[src/rtl/seg7_pkg.sv]
// Shared constants and the hex-to-7-segment font for the scanned display.
// Segment vectors are {a,b,c,d,e,f,g}, active-low.
package seg7_pkg;

  localparam logic [6:0] SEG_OFF = 7'b1111111;

  function automatic logic [6:0] hex_to_seg(input logic [3:0] nibble);
    hex_to_seg = SEG_OFF;
    case (nibble)
      4'h0: hex_to_seg = 7'b0000001;
      4'h1: hex_to_seg = 7'b1001111;
      4'h2: hex_to_seg = 7'b0010010;
      4'h3: hex_to_seg = 7'b0000110;
      4'h4: hex_to_seg = 7'b1001100;
      4'h5: hex_to_seg = 7'b0100100;
      4'h6: hex_to_seg = 7'b0100000;
      4'h7: hex_to_seg = 7'b0001111;
      4'h8: hex_to_seg = 7'b0000000;
      4'h9: hex_to_seg = 7'b0001100;
      4'hA: hex_to_seg = 7'b0001000;
      4'hB: hex_to_seg = 7'b1100000;
      4'hC: hex_to_seg = 7'b0110001;
      4'hD: hex_to_seg = 7'b1000010;
      4'hE: hex_to_seg = 7'b0110000;
      4'hF: hex_to_seg = 7'b0111000;
      default: hex_to_seg = SEG_OFF;
    endcase
  endfunction

endpackage

[src/rtl/seg7_hex_font.sv]
// Combinational hex nibble to active-low 7-segment pattern.
module seg7_hex_font
  import seg7_pkg::*;
(
  input  logic [3:0] nibble,
  output logic [6:0] seg
);

  assign seg = hex_to_seg(nibble);

endmodule

[src/rtl/seg7_scan_driver.sv]
// Time-multiplexed N-digit 7-segment driver with frame-coherent snapshot,
// per-digit enable/dp/blink and dead time at the start of every digit slot.
module seg7_scan_driver
  import seg7_pkg::*;
#(
  parameter  int NUM_DIGITS   = 4,
  parameter  int REFRESH_DIV  = 100000,
  parameter  int GHOST_CYCLES = 500,
  parameter  int BLINK_FRAMES = 64,
  localparam int IDX_W        = (NUM_DIGITS > 1) ? $clog2(NUM_DIGITS) : 1
) (
  input  logic                    clk,
  input  logic                    rst_n,
  input  logic                    en,
  input  logic [4*NUM_DIGITS-1:0] digits,
  input  logic [NUM_DIGITS-1:0]   dp_in,
  input  logic [NUM_DIGITS-1:0]   digit_en,
  input  logic [NUM_DIGITS-1:0]   blink_en,
  output logic [6:0]              seg,
  output logic                    dp,
  output logic [NUM_DIGITS-1:0]   anode,
  output logic [IDX_W-1:0]        scan_idx,
  output logic                    frame_start
);

  localparam int CNT_W = $clog2(REFRESH_DIV);
  localparam int BLK_W = (BLINK_FRAMES > 1) ? $clog2(BLINK_FRAMES) : 1;

  localparam logic [CNT_W-1:0] CNT_LAST  = CNT_W'(REFRESH_DIV - 1);
  localparam logic [CNT_W-1:0] GHOST_END = CNT_W'(GHOST_CYCLES);
  localparam logic [IDX_W-1:0] IDX_LAST  = IDX_W'(NUM_DIGITS - 1);
  localparam logic [BLK_W-1:0] BLK_LAST  = BLK_W'(BLINK_FRAMES - 1);

  logic [CNT_W-1:0]        cnt;
  logic [IDX_W-1:0]        idx;
  logic [BLK_W-1:0]        blink_cnt;
  logic                    blink_phase;
  logic [4*NUM_DIGITS-1:0] snap_digits;
  logic [NUM_DIGITS-1:0]   snap_dp;
  logic [NUM_DIGITS-1:0]   snap_den;
  logic [NUM_DIGITS-1:0]   snap_blink;

  logic                    slot_end;
  logic                    frame_end;
  logic [3:0]              cur_nibble;
  logic                    cur_dp;
  logic                    cur_den;
  logic                    cur_blink;
  logic                    visible;
  logic [6:0]              cur_seg;
  logic [NUM_DIGITS-1:0]   anode_next;

  assign slot_end  = (cnt == CNT_LAST);
  assign frame_end = slot_end && (idx == IDX_LAST);

  // Slot counter and digit index keep running even while the display is disabled
  always_ff @(posedge clk or negedge rst_n) begin
    if (!rst_n) begin
      cnt <= '0;
      idx <= '0;
    end else if (slot_end) begin
      cnt <= '0;
      idx <= (idx == IDX_LAST) ? '0 : idx + IDX_W'(1);
    end else begin
      cnt <= cnt + CNT_W'(1);
    end
  end

  // Inputs are latched only at the frame boundary so a frame never mixes old and new data
  always_ff @(posedge clk or negedge rst_n) begin
    if (!rst_n) begin
      snap_digits <= '0;
      snap_dp     <= '0;
      snap_den    <= '0;
      snap_blink  <= '0;
      blink_cnt   <= '0;
      blink_phase <= 1'b0;
    end else if (frame_end) begin
      snap_digits <= digits;
      snap_dp     <= dp_in;
      snap_den    <= digit_en;
      snap_blink  <= blink_en;
      if (blink_cnt == BLK_LAST) begin
        blink_cnt   <= '0;
        blink_phase <= ~blink_phase;
      end else begin
        blink_cnt <= blink_cnt + BLK_W'(1);
      end
    end
  end

  always_comb begin
    cur_nibble = '0;
    cur_dp     = 1'b0;
    cur_den    = 1'b0;
    cur_blink  = 1'b0;
    for (int i = 0; i < NUM_DIGITS; i++) begin
      if (idx == IDX_W'(i)) begin
        cur_nibble = snap_digits[4*i +: 4];
        cur_dp     = snap_dp[i];
        cur_den    = snap_den[i];
        cur_blink  = snap_blink[i];
      end
    end
  end

  seg7_hex_font u_font (
    .nibble (cur_nibble),
    .seg    (cur_seg)
  );

  // Dead time at the start of each slot lets the previous digit's anode fully turn off
  always_comb begin
    visible    = en && cur_den && !(blink_phase && cur_blink) && (cnt >= GHOST_END);
    anode_next = '1;
    for (int i = 0; i < NUM_DIGITS; i++) begin
      anode_next[i] = !(visible && (idx == IDX_W'(i)));
    end
  end

  always_ff @(posedge clk or negedge rst_n) begin
    if (!rst_n) begin
      seg         <= SEG_OFF;
      dp          <= 1'b1;
      anode       <= '1;
      scan_idx    <= '0;
      frame_start <= 1'b0;
    end else begin
      seg         <= cur_seg;
      dp          <= ~cur_dp;
      anode       <= anode_next;
      scan_idx    <= idx;
      frame_start <= (cnt == '0) && (idx == '0);
    end
  end

endmodule

[config.mk]
export PLATFORM = sky130hd
export DESIGN_NAME = seg7_scan_driver
export DESIGN_NICKNAME = d
export VERILOG_FILES = /design/src/rtl/seg7_pkg.sv /design/src/rtl/seg7_hex_font.sv /design/src/rtl/seg7_scan_driver.sv
export SDC_FILE = /design/constraint.sdc
export NUM_CORES = 1
export LEC_CHECK = 0
export CAP_MARGIN = 20
export CORE_MARGIN = 2
export CORE_UTILIZATION = 40
export CTS_BUF_LIST = sky130_fd_sc_hd__clkbuf_8 sky130_fd_sc_hd__clkbuf_16
export CTS_CLUSTER_SIZE = 16
export DETAILED_ROUTE_END_ITERATION = 7
export MAX_ROUTING_LAYER = met4
export PLACE_DENSITY = 0.64
export SLEW_MARGIN = 20
export SYNTH_ARGS = -nofsm -noshare
export SYNTH_HDL_FRONTEND = slang
export SYNTH_SLANG_ARGS = --single-unit
[constraint.sdc]
create_clock -name clk -period 3.15 [get_ports clk]
set_input_delay 0.63 -clock clk [delete_from_list [all_inputs] [get_ports clk]]
set_output_delay 0.63 -clock clk [all_outputs]
set_load 0.005 [all_outputs]
==> results of run 1 <==
==> sequential cells by signal (all words and copies together) (netlist names) <==
signal       cells
anode            4
blink_phase      1
snap_dp          4
seg              7
frame_start      1
cnt             17
snap_blink       4
blink_cnt        6
snap_den         4
idx              2
dp               1
snap_digits     16
scan_idx         2
==> final timing paths <==
check | startpoint | endpoint | slack [ns]
hold reg to reg | snap_dp[3]$_DFFE_PN0P_ | dp$_DFF_PN1_ | 0.43
max in group asynchronous | rst_n | dp$_DFF_PN1_ | 2.10
setup reg to reg | idx[0]$_DFFE_PN0N_ | seg[5]$_DFF_PN1_ | 0.56
setup / recovery | idx[0]$_DFFE_PN0N_ | seg[5]$_DFF_PN1_ | 0.56
hold / removal | rst_n | snap_digits[14]$_DFFE_PN0P_ | 0.36
min in group clk | snap_dp[3]$_DFFE_PN0P_ | dp$_DFF_PN1_ | 0.43
==> routing by layer <==
layer	part of all wire [%]	track usage [%]	wire, um
met1	49	22.9	3210
met4	2.4	7.37	159
met5	0	-	0
met2	43	22.6	2810
met3	4.8	4.79	312
==> what timing repair did <==
action                                  CTS  global route
resized for setup                         0             1
endpoints found under the hold margin     0             0
endpoints found under the setup margin    0             1
==> through the flow <==
step / cell area, sq um / total power [mW] / instances / util, % / setup WS [ns]
after global routing: 4010 / 1.61 / 497 / 49.5 / 0.219
after detailed placement: 3840 / 0.960 / 481 / 47.4 / 0.417
after CTS: 4000 / 1.57 / 497 / 49.4 / 0.383
after floorplan: 3290 / 0.903 / 338 / - / 0.791
final: 4010 / 1.54 / 497 / 49.5 / 0.558
after global placement: 3840 / 0.960 / 481 / 47.4 / 0.505
==> cell families after synthesis <==
| kind of cell | count (synthesis) | share of synthesized area, % |
|---|---|---|
| flops | 69 | 52.9 |
| mux | 8 | 2.47 |
| buf+inv | 25 | 3.99 |
| simple gates | 170 | 23.6 |
| fa+ha+maj | 13 | 4.94 |
| xor+xnor | 18 | 4.79 |
| compound gates | 35 | 7.33 |
==> final cells by class <==
type                    instances  area, sq um  area share (%)
clock buffers                  10          138            3.43
clock inverters                 6         25.0           0.624
inverters                      13         48.8            1.22
multi-input cells             244         1430            35.6
flip-flops and latches         69         1740            43.5
well taps                     105          131            3.28
repair buffers                 50          495            12.4
==> cell usage in the layout, fill, tap and decap left out, types with 2 or more instances in the layout <==
master           Yosys  layout
nand2_1            103     103
dfrtp_1             57      57
clkdlybuf4s50_1      0      44
nor2_1              18      18
inv_1               13      17
ha_1                13      13
dfstp_2             12      12
nand3_1             11      11
clkbuf_8             0      10
xnor2_1              9       9
xor2_1               9       9
o21ai_0              7       7
mux2i_1              7       7
o22ai_1              6       6
nor3_1               6       6
nor2b_1              5       5
nand2b_1             5       5
a21oi_1              4       4
buf_4                1       4
a22oi_1              3       3
nand3b_1             3       3
and3_1               3       3
nand4_1              3       3
o31ai_1              3       3
or2_2                2       2
a221oi_1             3       2
nor4_1               2       2
clkinv_2             0       2
==> power groups by stage <==
stage          Clock, mW  Combinational (mW)  Sequential (mW)
6_report           0.601              0.0560            0.887
5_1_grt            0.666              0.0623            0.886
4_1_cts            0.623              0.0581            0.886
3_5_place_dp           0              0.0578            0.903
3_3_place_gp           0              0.0573            0.903
2_1_floorplan          0            0.000404            0.903
==> impl_metrics.ini, run 1 <==
[grt]
grt_max_degree = 37
grt_pass1_vias = 2278
grt.total_usage_pct = 16.6
overflow = 0
grt_pass1_wl_um = 10900
antenna_found_initial = 0

[timing]
drv_slew = 0
hold_violations = 0
finalCritPeriodShare_pct = 82.3
rsz0062_at_grt = false
tns_ns = 0
fin_crit_ns = 2.59
holdWs_ns = 0.360
tightest_slew_ns = 0.746
fmax_mhz = 386
skew_ns = 0.00361
setup_viol_count_final = 0
max-slew-margin-rel_pct = 50.3

[critical_path]
start_kind = register
cp.required_ns = 3.40
rr_worst_depth = 9
worstPathCellList = inv_1 -> ha_1 -> nor2b_1 -> a22oi_1 -> a221oi_2 -> inv_1 -> ha_1 -> o21ai_0 -> mux2i_1
path_buf_inv = 2
slowest_stage = a221oi_2
arrival_ns = 2.84
worstSetupPathType = reg2reg
cp_slowest_stage_delay_ns = 0.44
critPathMaxFanout = 6
worst-path-stages = 9
cp_top_family = compound AO/OA/AOI/OAI gates
cp-end-kind = register

[layout]
drive_above_1_share_pct = 10.5
syn_to_final_growth_pct = 21.6
fill_cells = 816
fin_nets = 431
diodes = 0

[yosys]
avgSynthCellArea_sq_um = 9.75
synthCells = 338
yosysTopAreaCellShare_pct = 43.3
yosysUniqueCellTypes = 47
syn_nets = 382
synth_ff_type = dfrtp_1
synth_top_area_cell = dfrtp_1
synth-seq-cells = 69
synth_edf_count = 0
synthMostInstantiatedCell = nand2_1
ys_top_cells_by_count = nand2_1 (103), dfrtp_1 (57), nor2_1 (18)
synth_area_leaders = dfrtp_1 (43%), nand2_1 (12%), dfstp_2 (9.6%), ha_1 (4.9%), xnor2_1 (2.4%)
synthArstFlopShare_pct = 100
yosysWarningCount = 0
synth_area_sq_um = 3290
ys_seq_area_share_pct = 52.9

[placement]
io_buffer_count = 45
place.gp.congestion = 0.900
dp_hpwl_um = 4710

[clocking]
htreeDepth = 3
clock_latency_ns = 0.34
ctsLongestPathBuffers = 2
clk_pin_slew_worst_paths_ns = 0.07
cts_setup_buffers = 0
numCtsBuffers = 9
cts_root_buffer = clkbuf_8
cts_sinks = 69
postCtsHoldBufs = 0
cts_tree = done

[detailed_routing]
ant_nets = 0
vias = 2425
drtIter0Drc = 107
wl_per_cell_um = 13.1
viasPerCell = 4.88
routed_wl_um = 6490
drtPass1Iterations = 4
drc = 0

[floorplanning]
core_sq_um = 8090
boundaryPins = 46
die_area_sq_um = 8980
die_y_um = 94.8
die_x_um = 94.8
initial_utilization_pct = 40.7
rows = 33

[power_and_ir_drop]
power.density_nw_per_um2 = 385
p_sw_mw = 0.329
combPwrFrac_pct = 3.6
ir_worst_vdd_uv = 160
p_int_mw = 1.21
switching_share_pct = 21.3
seqPwrFrac_pct = 57.4
clock_power_share_pct = 38.9
p_leak_nw = 1.80

[run]
cap_violations = 0

[min_path]
hold_class = in2async

[outcome]
outcome = finished clean
Power figures use the tool's default switching activity.
==> inputs of run 2 (changes only) <==
==> constraint.sdc (replaced) <==
create_clock -name clk -period 2.65 [get_ports clk]
set_input_delay 0.53 -clock clk [delete_from_list [all_inputs] [get_ports clk]]
set_output_delay 0.53 -clock clk [all_outputs]
set_load 0.005 [all_outputs]
==> impl_metrics.ini, run 2 (same netlist as run 1, synthesis figures left out) <==
[outcome]
outcome = finished clean

[critical_path]
arrival_ns = 2.73
worstSetupPathType = reg2reg
critPathMaxFanout = 6
cp.required_ns = 2.91
cp-end-kind = register
start_kind = register

[power_and_ir_drop]
p_leak_nw = 1.81
power.density_nw_per_um2 = 472
power_mw = 1.92
ir_worst_vdd_uv = 226

[layout]
largest_reg_flops = 17
reg_top3 = cnt: 17 flops, snap_digits: 16 flops, seg: 7 flops
fin_nets = 435
syn_to_final_growth_pct = 23.3
top_register = cnt
drive_above_1_share_pct = 12.4
final_cell_mix = nand2_1 (103), dfrtp_1 (57), clkdlybuf4s50_1 (44)
diodes = 0
final_common_cell = nand2_1

[detailed_routing]
drtIter0Drc = 175
drtPass1Iterations = 4
ant_nets = 0
drc = 0
wl_per_cell_um = 13.3
routed_wl_um = 6680
viasPerCell = 4.95
vias = 2478

[floorplanning]
core_sq_um = 8090
initial_utilization_pct = 40.7
die_area_sq_um = 8980
rows = 33
die_x_um = 94.8
boundaryPins = 46
die_y_um = 94.8

[timing]
rsz0062_at_grt = false
fin_crit_ns = 2.47
drv_slew = 0
setup_viol_count_final = 0
tns_ns = 0
hold_violations = 0
fmax_mhz = 405
finalCritPeriodShare_pct = 93.3
tightest_slew_ns = 0.562
skew_ns = 0.00613
max-slew-margin-rel_pct = 62.1

[min_path]
hold_class = in2async

[grt]
grt_max_degree = 25
antenna_found_initial = 0
grt_pass1_wl_um = 11400
overflow = 0
grt_pass1_vias = 2370
grt.total_usage_pct = 17.2

[placement]
io_buffer_count = 45
dp_hpwl_um = 4910
place.gp.congestion = 0.826

[clocking]
postCtsHoldBufs = 0
numCtsBuffers = 9
cts_root_buffer = clkbuf_8
ctsLongestPathBuffers = 2
cts_tree = done
htreeDepth = 3
clk_pin_slew_worst_paths_ns = 0.07
cts_setup_buffers = 0
clock_latency_ns = 0.34
cts_sinks = 69

[run]
cap_violations = 0
## run 2: repair_timing
action	CTS	global route
gates resized for setup	0	2
hold endpoints to repair	0	0
endpoints found under the setup margin	0	5
## run 2: worst paths after layout
check | startpoint | endpoint | slack, ns | cells after the start
max in group asynchronous | rst_n | anode[3]$_DFF_PN1_ | 1.77 | 2
max | idx[0]$_DFFE_PN0N_ | seg[5]$_DFF_PN1_ | 0.18 | 9
min reg2reg | snap_dp[3]$_DFFE_PN0P_ | dp$_DFF_PN1_ | 0.42 | 1
min | rst_n | snap_digits[13]$_DFFE_PN0P_ | 0.14 | 1
max reg2reg | idx[0]$_DFFE_PN0N_ | seg[5]$_DFF_PN1_ | 0.18 | 9
min in group clk | snap_dp[3]$_DFFE_PN0P_ | dp$_DFF_PN1_ | 0.42 | 1
## run 2: per-layer routing
metal / up-vias / global-route usage (%) / share of wire (%)
met4: 0 / 6.52 / 1.7
met1: 1190 / 23.1 / 49
li1: 1229 / - / -
met2: 50 / 25.4 / 45
met3: 9 / 4.15 / 4.4
met5: - / - / 0
## run 2: area by class of cell
cell class,count,area [sq um]
tap,105,131
inverter,13,48.8
clock buffer,12,165
clock inverter,4,23.8
sequential,69,1740
fill,781,4030
multi-input combinational,244,1430
timing repair buffer,54,526
## run 2: power breakdown
group | leakage, nW | internal, mW | switching, mW
logic | 0.953 | 0.0398 | 0.0255
registers | 0.761 | 1.05 | 0
clock network | 0.0958 | 0.411 | 0.387
total | 1.81 | 1.50 | 0.413
## run 2: worst max-delay path: stages, from the launching register on
cell and delay, ns:
dfrtp_1 0.42, inv_1 0.14, ha_1 0.29, nor2b_2 0.26
a22oi_1 0.09, a221oi_1 0.39, inv_1 0.18, ha_1 0.35
o21ai_0 0.16, mux2i_1 0.09
## run 2: per-stage QoR
step                      area (sq um)  util, %  hold slack [ns]  setup slack (ns)  instances
after floorplan                   3290        -            0.234             0.291        338
after global placement            3870     47.8            0.413             0.280        485
after CTS                         4060     50.1            0.143             0.139        501
after detailed placement          3870     47.8            0.405             0.158        485
final                             4060     50.2            0.143             0.179        501
after global routing              4060     50.2            0.174           0.00968        501
